$ cat config.mk
export PLATFORM = sky130hd
export DESIGN_NAME = execute
export DESIGN_NICKNAME = d
export VERILOG_FILES = /design/src/rtl/defs_insn.sv /design/src/rtl/execute_alu.sv /design/src/rtl/execute.sv
export SDC_FILE = /design/constraint.sdc
export NUM_CORES = 1
export LEC_CHECK = 0
export CORE_UTILIZATION = 35
export DETAILED_ROUTE_END_ITERATION = 6
export HOLD_SLACK_MARGIN = 0.05
export PLACE_DENSITY = 0.66
export SETUP_SLACK_MARGIN = 0.5
export SLEW_MARGIN = 20
export SYNTH_ARGS = -nofsm -noshare
export SYNTH_HDL_FRONTEND = slang
export SYNTH_SLANG_ARGS = --single-unit
$ cat constraint.sdc
create_clock -name clk -period 9.46 [get_ports clk]
set_clock_uncertainty 0.1 [all_clocks]
set_input_delay 1.892 -clock clk [delete_from_list [all_inputs] [get_ports clk]]
set_output_delay 1.892 -clock clk [all_outputs]
set_load 0.05 [all_outputs]
$ cat src/rtl/defs_insn.sv
// Shared instruction definitions for the Venus execute stage: widths,
// opcode encodings, condition selectors and flag bit positions.
package defs_insn;

    localparam int LEN_OPECODE = 6;
    localparam int LEN_IMMF    = 1;
    localparam int LEN_REG     = 32;
    localparam int LEN_CC      = 4;
    localparam int LEN_IMM_EX  = 32;
    localparam int LEN_FLAGS   = 4;

    localparam logic [LEN_OPECODE-1:0] OPECODE_ADD   = 6'h00;
    localparam logic [LEN_OPECODE-1:0] OPECODE_SUB   = 6'h01;
    localparam logic [LEN_OPECODE-1:0] OPECODE_AND   = 6'h02;
    localparam logic [LEN_OPECODE-1:0] OPECODE_OR    = 6'h03;
    localparam logic [LEN_OPECODE-1:0] OPECODE_XOR   = 6'h04;
    localparam logic [LEN_OPECODE-1:0] OPECODE_NOT   = 6'h05;
    localparam logic [LEN_OPECODE-1:0] OPECODE_SHL   = 6'h06;
    localparam logic [LEN_OPECODE-1:0] OPECODE_SHR   = 6'h07;
    localparam logic [LEN_OPECODE-1:0] OPECODE_SAR   = 6'h08;
    localparam logic [LEN_OPECODE-1:0] OPECODE_MOV   = 6'h09;
    localparam logic [LEN_OPECODE-1:0] OPECODE_MOVCC = 6'h0A;
    localparam logic [LEN_OPECODE-1:0] OPECODE_CMP   = 6'h0B;

    localparam logic [LEN_CC-1:0] CC_AL  = 4'd0;
    localparam logic [LEN_CC-1:0] CC_EQ  = 4'd1;
    localparam logic [LEN_CC-1:0] CC_NE  = 4'd2;
    localparam logic [LEN_CC-1:0] CC_LT  = 4'd3;
    localparam logic [LEN_CC-1:0] CC_GE  = 4'd4;
    localparam logic [LEN_CC-1:0] CC_LTU = 4'd5;
    localparam logic [LEN_CC-1:0] CC_GEU = 4'd6;

    // flags word is {Z,N,C,V}
    localparam int FLAG_Z = 3;
    localparam int FLAG_N = 2;
    localparam int FLAG_C = 1;
    localparam int FLAG_V = 0;

    function automatic logic cond_true(input logic [LEN_CC-1:0] cc,
                                       input logic [LEN_FLAGS-1:0] flags);
        logic res;
        res = 1'b0;
        case (cc)
            CC_AL:   res = 1'b1;
            CC_EQ:   res = flags[FLAG_Z];
            CC_NE:   res = ~flags[FLAG_Z];
            CC_LT:   res = flags[FLAG_N] ^ flags[FLAG_V];
            CC_GE:   res = ~(flags[FLAG_N] ^ flags[FLAG_V]);
            CC_LTU:  res = flags[FLAG_C];
            CC_GEU:  res = ~flags[FLAG_C];
            default: res = 1'b0;
        endcase
        return res;
    endfunction

endpackage

$ cat src/rtl/execute_alu.sv
// Combinational ALU for the execute stage: result and next flags from
// opcode, operands, condition selector and the current flags.
module execute_alu
    import defs_insn::*;
(
    input  logic [LEN_OPECODE-1:0] opecode,
    input  logic [LEN_REG-1:0]     a,
    input  logic [LEN_REG-1:0]     b,
    input  logic [LEN_CC-1:0]      cc,
    input  logic [LEN_FLAGS-1:0]   flags,
    output logic [LEN_REG-1:0]     result,
    output logic [LEN_FLAGS-1:0]   flags_nxt
);

    logic [4:0]         shamt;
    logic [LEN_REG:0]   sum_w;
    logic [LEN_REG:0]   diff_w;
    logic [LEN_REG:0]   shl_w;
    logic [LEN_REG:0]   shr_w;
    logic [LEN_REG:0]   sar_w;
    logic               add_v;
    logic               sub_v;

    // Extra bit catches the last bit shifted out; it stays 0 for amount 0.
    assign shamt  = b[4:0];
    assign sum_w  = {1'b0, a} + {1'b0, b};
    assign diff_w = {1'b0, a} - {1'b0, b};
    assign shl_w  = {1'b0, a} << shamt;
    assign shr_w  = {a, 1'b0} >> shamt;
    assign sar_w  = $signed({a, 1'b0}) >>> shamt;
    assign add_v  = (a[LEN_REG-1] == b[LEN_REG-1]) && (sum_w[LEN_REG-1] != a[LEN_REG-1]);
    assign sub_v  = (a[LEN_REG-1] != b[LEN_REG-1]) && (diff_w[LEN_REG-1] != a[LEN_REG-1]);

    always_comb begin
        logic [LEN_REG-1:0] flag_src;
        logic               c_nxt;
        logic               v_nxt;
        logic               upd;
        result   = '0;
        flag_src = '0;
        c_nxt    = 1'b0;
        v_nxt    = 1'b0;
        upd      = 1'b1;
        case (opecode)
            OPECODE_ADD: begin
                result = sum_w[LEN_REG-1:0];
                c_nxt  = sum_w[LEN_REG];
                v_nxt  = add_v;
            end
            OPECODE_SUB: begin
                result = diff_w[LEN_REG-1:0];
                c_nxt  = diff_w[LEN_REG];
                v_nxt  = sub_v;
            end
            OPECODE_AND: result = a & b;
            OPECODE_OR:  result = a | b;
            OPECODE_XOR: result = a ^ b;
            OPECODE_NOT: result = ~b;
            OPECODE_SHL: begin
                result = shl_w[LEN_REG-1:0];
                c_nxt  = shl_w[LEN_REG];
            end
            OPECODE_SHR: begin
                result = shr_w[LEN_REG:1];
                c_nxt  = shr_w[0];
            end
            OPECODE_SAR: begin
                result = sar_w[LEN_REG:1];
                c_nxt  = sar_w[0];
            end
            OPECODE_MOV: result = b;
            OPECODE_MOVCC: begin
                result = cond_true(cc, flags) ? b : a;
                upd    = 1'b0;
            end
            OPECODE_CMP: begin
                result = a;
                c_nxt  = diff_w[LEN_REG];
                v_nxt  = sub_v;
            end
            default: begin
                result = '0;
                upd    = 1'b0;
            end
        endcase

        flag_src = (opecode == OPECODE_CMP) ? diff_w[LEN_REG-1:0] : result;
        if (upd) begin
            flags_nxt = {(flag_src == '0), flag_src[LEN_REG-1], c_nxt, v_nxt};
        end else begin
            flags_nxt = flags;
        end
    end

endmodule

$ cat src/rtl/execute.sv
// Venus execute stage: operand-B select, ALU, and the registered result
// and architectural flags with one-cycle latency.
module execute
    import defs_insn::*;
(
    input  logic                   clk,
    input  logic                   rst_n,
    input  logic [LEN_OPECODE-1:0] opecode,
    input  logic [LEN_IMMF-1:0]    immf,
    input  logic [LEN_REG-1:0]     data_rd,
    input  logic [LEN_REG-1:0]     data_rs,
    input  logic [LEN_CC-1:0]      cc,
    input  logic [LEN_IMM_EX-1:0]  imm_ex,
    output logic [LEN_REG-1:0]     data_o,
    output logic [LEN_FLAGS-1:0]   flags_o
);

    logic [LEN_REG-1:0]   opnd_b;
    logic [LEN_REG-1:0]   alu_result;
    logic [LEN_FLAGS-1:0] alu_flags;

    assign opnd_b = immf[0] ? imm_ex : data_rs;

    execute_alu u_alu (
        .opecode   (opecode),
        .a         (data_rd),
        .b         (opnd_b),
        .cc        (cc),
        .flags     (flags_o),
        .result    (alu_result),
        .flags_nxt (alu_flags)
    );

    always_ff @(posedge clk or negedge rst_n) begin
        if (!rst_n) begin
            data_o  <= '0;
            flags_o <= '0;
        end else begin
            data_o  <= alu_result;
            flags_o <= alu_flags;
        end
    end

endmodule

# Yosys cells after proc, flatten, opt, wreduce, memory -nomap -nowiden
# Index checks and enable logic that the tools add are counted.
# op_classes
mux	9
addsub	2
reduce_logical	7
n_eq_ne	21
shift	3
bitwise	8
# op_table
operator	n
$pmux W32 S12	1
$mux W32	3
$add A32 B32 Y33	1
$shl A32 B5 Y33	1
$shr A33 B5 Y33	1
$sshr A33 B5 Y33	1
$sub A32 B32 Y33	1
$and A32 B32 Y32	1
$logic_not A32 Y1	1
$not A32 Y32	1
$or A32 B32 Y32	1
$xor A32 B32 Y32	1
$eq A6 B3 Y1 const B	4
$eq A6 B4 Y1 const B	4
$eq A4 B3 Y1 const B	3
$eq A6 B2 Y1 const B	2
$reduce_or A11 Y1	1
$eq A4 B2 Y1 const B	2
$pmux W1 S7	1
$eq A6 B1 Y1 const B	1
$logic_not A6 Y1	1
$pmux W1 S5	1
$eq A4 B1 Y1 const B	1
$logic_not A4 Y1	1
8 further kinds	14
# word_totals
register_bits	36
out_inout_bits	36
elab_cells	52
in_bits	109

# Logic depth before layout (Yosys ltp)
# logic_depth
ltp_word	8
depth_mapped	22
depth_no_buf	16

# By module
# Synthesis repeated with hierarchy kept, for this count alone.
# unflattened
cells_unflattened	1722
hier_area_um2	12618.4
# modules_own_cells
module	cells_per_inst	area_per_inst_um2	instances
execute_alu	1650	11173.2	1
execute	72	1445.1	1

# Worst setup path after synthesis
# No wires, ideal clock.
# synth_path
path_type	input-to-reg
startpoint	in immf
endpoint	reg flags_o[3]
arrival_time_ps	7139
cell_stages	19
required_ps	9266
path_buffers	6
setup_ps	94
slack_ps	2128
path_cell_list	buf_6 mux2i_1 clkbuf_1 clkbuf_1 clkbuf_1 buf_1 ha_1 clkbuf_1 a21o_1 a21oi_1 a2111oi_0 a311oi_2 nand2_1 mux2_2 or4b_1 or4b_1 o21ai_1 o211ai_1 a221oi_2
# synth_via
elab_chain_cells	5
# synth_rtl
element	line	text
from (decl)	execute.sv:9	input logic [LEN_IMMF-1:0] immf,
$mux W32 *	execute.sv:22	assign opnd_b = immf[0] ? imm_ex : data_rs;
$sub A32 B32 Y33, or another cell as far along	execute_alu.sv:27	assign diff_w = {1'b0, a} - {1'b0, b};
$pmux W32 S12 *	execute_alu.sv:44	case (opecode)
named net alu_result[23]	execute.sv:19	logic [LEN_REG-1:0] alu_result;
$mux W32 *	execute_alu.sv:87	flag_src = (opecode == OPECODE_CMP) ? diff_w[LEN_REG-1:0] : result;
$logic_not A32 Y1 *	execute_alu.sv:89	flags_nxt = {(flag_src == '0), flag_src[LEN_REG-1], c_nxt, v_nxt};
to (signal assigned)	execute.sv:40	flags_o <= alu_flags;
to (decl)	execute.sv:15	output logic [LEN_FLAGS-1:0] flags_o
# Mark *: on every way through the listed nets, which the timed path passes. The rest lies on a longest branch.
# A chain may end at the register's enable or synchronous reset.

# Worst setup path after layout
# layout_path
startpoint	in immf
endpoint	reg flags_o[3]
# layout_via
elab_chain_cells	5
# layout_rtl
element	line
$mux W32 *	execute.sv:22
$sub A32 B32 Y33, or another cell as far along	execute_alu.sv:27
$pmux W32 S12	execute_alu.sv:44
$mux W32 *	execute_alu.sv:87
$logic_not A32 Y1 *	execute_alu.sv:89
# Every way passes the cells marked *; elsewhere a longest branch is shown, timed or not.

==> flow_summary.yaml <==
logic_synthesis:
  yosysWarnings: 0
  synthArstFlopShare: 1.00
  synth.distinct_cells: 90
  yosysSeqAreaShare: 0.0685
  syn_area_per_cell_um2: 7.35
  ys_ff_latch: 36
  synth-edff-count: 0
  syn_inst: 1790
  ys.flop_type: "dfrtp_1"
  syn-num-nets: 2009
  syn_area_mm2: 0.0131
global_route:
  grt_max_degree: 50
  overflow: 0
  globalRouteTotalUtil: 0.404
  grt_first_pass_wirelength_mm: 113
  grt_pass1_vias: 15500
  antenna_found_initial: 8
pwr:
  p_sw_frac: 0.565
  p_clk_frac: 0.134
  leakage_nw: 6.04
  seqPwrFrac: 0.122
  ir_drop_mv: 0.0615
  powerDensity_mw_per_mm2: 97.6
  internal_power_mw: 0.647
  p_switching_mw: 0.842
  p_comb_frac: 0.744
run:
  maxCapViolCount: 0
drt:
  totalWireLength_mm: 79.8
  drt-wirelength-per-cell_um: 34.3
  via_per_inst: 7.24
  drc: 1
  vias: 16900
  drtPass1Iterations: 7
  drt_iter0_drc: 2521
  ant_nets: 0
timing:
  slew_headroom: 0.223
  hold_viol: 0
  drv_slew: 0
  fin_crit_sh: 0.803
  rsz0062_at_grt: "no"
  worst_slack_ps: 1870
  fmax_mhz: 132
  tns_ps: 0
  finalSetupViolations: 0
  period_needed_ps: 7590
  tightest_slew_ps: 1150
critical_path:
  arrival_ps: 7710
  critPathKind: "in2reg"
  path_max_fanout: 20
  reg2reg_slack_ps: 4690
  r2r-start: "flags_o[2]"
  critPathCaptureType: "flop"
  required_ps: 9580
  rr_worst_depth: 12
  r2r-end: "flags_o[3]"
  critPathLaunchType: "input pin"
  startpoint: "immf"
  cp-endpoint: "flags_o[3]"
floorplanning:
  start_util: 0.357
  dieArea_mm2: 0.0383
  io_pins: 145
  die_height_um: 196
  rows: 70
  dieWidth_um: 196
  core_mm2: 0.0368
cells_and_area:
  layout.cells.non_filler: 2327
  layout_commonest_cell: "nor2_1"
  nets: 2071
  layout_common_cells: "151 x nor2_1, 147 x nand2_1, 142 x clkdlybuf4s50_1"
  drive_gt1_frac: 0.101
  syn_to_final_growth_pct: 16.0
  final-seq-area_um2: 901
  nFillCells: 3884
  multi_input_area_mm2: 0.0112
placement:
  hpwl_mm: 62.2
  place_congestion: 1.08
  port-buffer-count: 144
  placed_cells: 2313
  post-place-ws_ps: 1710
clock_tree:
  hold_buffers: 0
  htreeDepth: 2
  cts-root-buf: "clkbuf_16"
  cts_max_path_buffers: 2
  numCtsBuffers: 5
  clock_sinks: 36
  clock_latency_ps: 320
  clk_pin_slew_worst_paths_ps: 80
  cts_setup_buffers: 0
  cts_resized: 0
  cts_tree: "yes"
run_status:
  status: "finished with violations"
  violations: "DRC"
min_path:
  min_from: "flags_o[1]"
  worstHoldPathType: "reg2reg"
-- sequential cells by signal, indices dropped and copies added (netlist names) --
signal   flops
data_o      32
flags_o      4
-- routing by layer --
metal,part of all wire,routed length [um],up-vias,GRT usage
li1,-,-,7022,-
met1,0.38,30200,8127,0.512
met2,0.42,33300,1394,0.603
met3,0.13,10300,314,0.127
met4,0.074,5900,2,0.231
met5,0.00015,12,-,0
-- cells by family after synthesis --
logic type | synth area share
multiplexers | 0.184
adder cells (fa/ha/maj) | 0.106
buffers and inverters | 0.0802
AND/OR/NAND/NOR | 0.214
AO/OA/AOI/OAI | 0.326
XOR/XNOR | 0.0220
flip-flops | 0.0685
-- through the flow --
stage | total power [mW] | utilization | hold WS, ps | cell area [um2]
2_1_floorplan | 0.854 | - | 705 | 13100
3_3_place_gp | 1.25 | 0.410 | 441 | 15100
3_5_place_dp | 1.25 | 0.410 | 471 | 15100
4_1_cts | 1.45 | 0.414 | 488 | 15200
5_1_grt | 1.53 | 0.414 | 507 | 15200
6_report | 1.49 | 0.415 | 478 | 15300
-- cell usage after synthesis (6+ instances only) --
cell | count | area share
a311oi_1 | 11 | 0.0073
mux2_2 | 6 | 0.0051
o211ai_1 | 30 | 0.017
nand2b_1 | 16 | 0.0076
nand4b_1 | 6 | 0.0040
dfrtp_1 | 36 | 0.069
o22ai_1 | 30 | 0.014
a221o_1 | 7 | 0.0053
o2111ai_1 | 22 | 0.015
buf_1 | 19 | 0.0054
nand2_1 | 147 | 0.042
o21ai_1 | 8 | 0.0030
and2_1 | 9 | 0.0043
nor2_1 | 156 | 0.045
o221ai_1 | 15 | 0.010
nand4_1 | 30 | 0.014
nand3_1 | 50 | 0.019
or4_1 | 9 | 0.0051
o21ai_0 | 85 | 0.032
and3_1 | 6 | 0.0029
a2bb2oi_1 | 9 | 0.0060
a221oi_1 | 24 | 0.016
or3_1 | 14 | 0.0067
nor3_1 | 56 | 0.021
ha_1 | 108 | 0.10
or2_2 | 11 | 0.0052
a2111oi_0 | 23 | 0.015
inv_1 | 103 | 0.029
mux2i_1 | 82 | 0.062
a21oi_1 | 133 | 0.051
clkbuf_1 | 111 | 0.032
a21o_1 | 19 | 0.011
xnor2_1 | 32 | 0.021
nor4_1 | 27 | 0.013
o21a_1 | 8 | 0.0046
a211o_1 | 11 | 0.0073
o21bai_1 | 11 | 0.0063
a22oi_1 | 28 | 0.016
o31ai_1 | 15 | 0.0086
a211oi_1 | 44 | 0.025
mux4_2 | 62 | 0.11
nor2b_1 | 17 | 0.0081
buf_2 | 16 | 0.0061
a31oi_1 | 16 | 0.0076
-- power groups by stage --
| stage | logic, mW | registers (mW) | clock network, mW |
|---|---|---|---|
| final | 1.11 | 0.182 | 0.200 |
| after global routing | 1.15 | 0.183 | 0.203 |
| after CTS | 1.07 | 0.182 | 0.199 |
| after detailed placement | 1.06 | 0.184 | 0 |
| after global placement | 1.07 | 0.184 | 0 |
| after floorplan | 0.600 | 0.254 | 0 |
-- critical path: stages --
cell and delay (ps):
buf_2 580, mux2i_4 160, inv_4 170, ha_1 190, inv_1 60, fa_1 450, nor2b_1 180, o311ai_0 930
nand3_1 210, nand3_1 250, nand2_1 210, xnor2_1 200, a2111oi_0 900, o2111ai_1 320, nor3_1 460, o211ai_1 210
a221oi_2 320
-- cell type report --
cell class              count  area share
diodes                      6    0.000984
clock buffers               5     0.00820
clock inverters             3     0.00139
inverters                 110      0.0272
multi-input cells        1490       0.737
flip-flops and latches     36      0.0591
well taps                 468      0.0384
repair buffers            209       0.128
-- worst min path at each step --
stage | to | slack, ps | cells after the start
2_1_floorplan | flags_o[0] | 700 | 2
3_3_place_gp | flags_o[1] | 440 | 1
3_5_place_dp | flags_o[1] | 470 | 1
4_1_cts | flags_o[1] | 490 | 1
5_1_grt | flags_o[1] | 510 | 1
6_report | flags_o[1] | 480 | 1
Note: power is estimated with default switching activity, not from simulation.
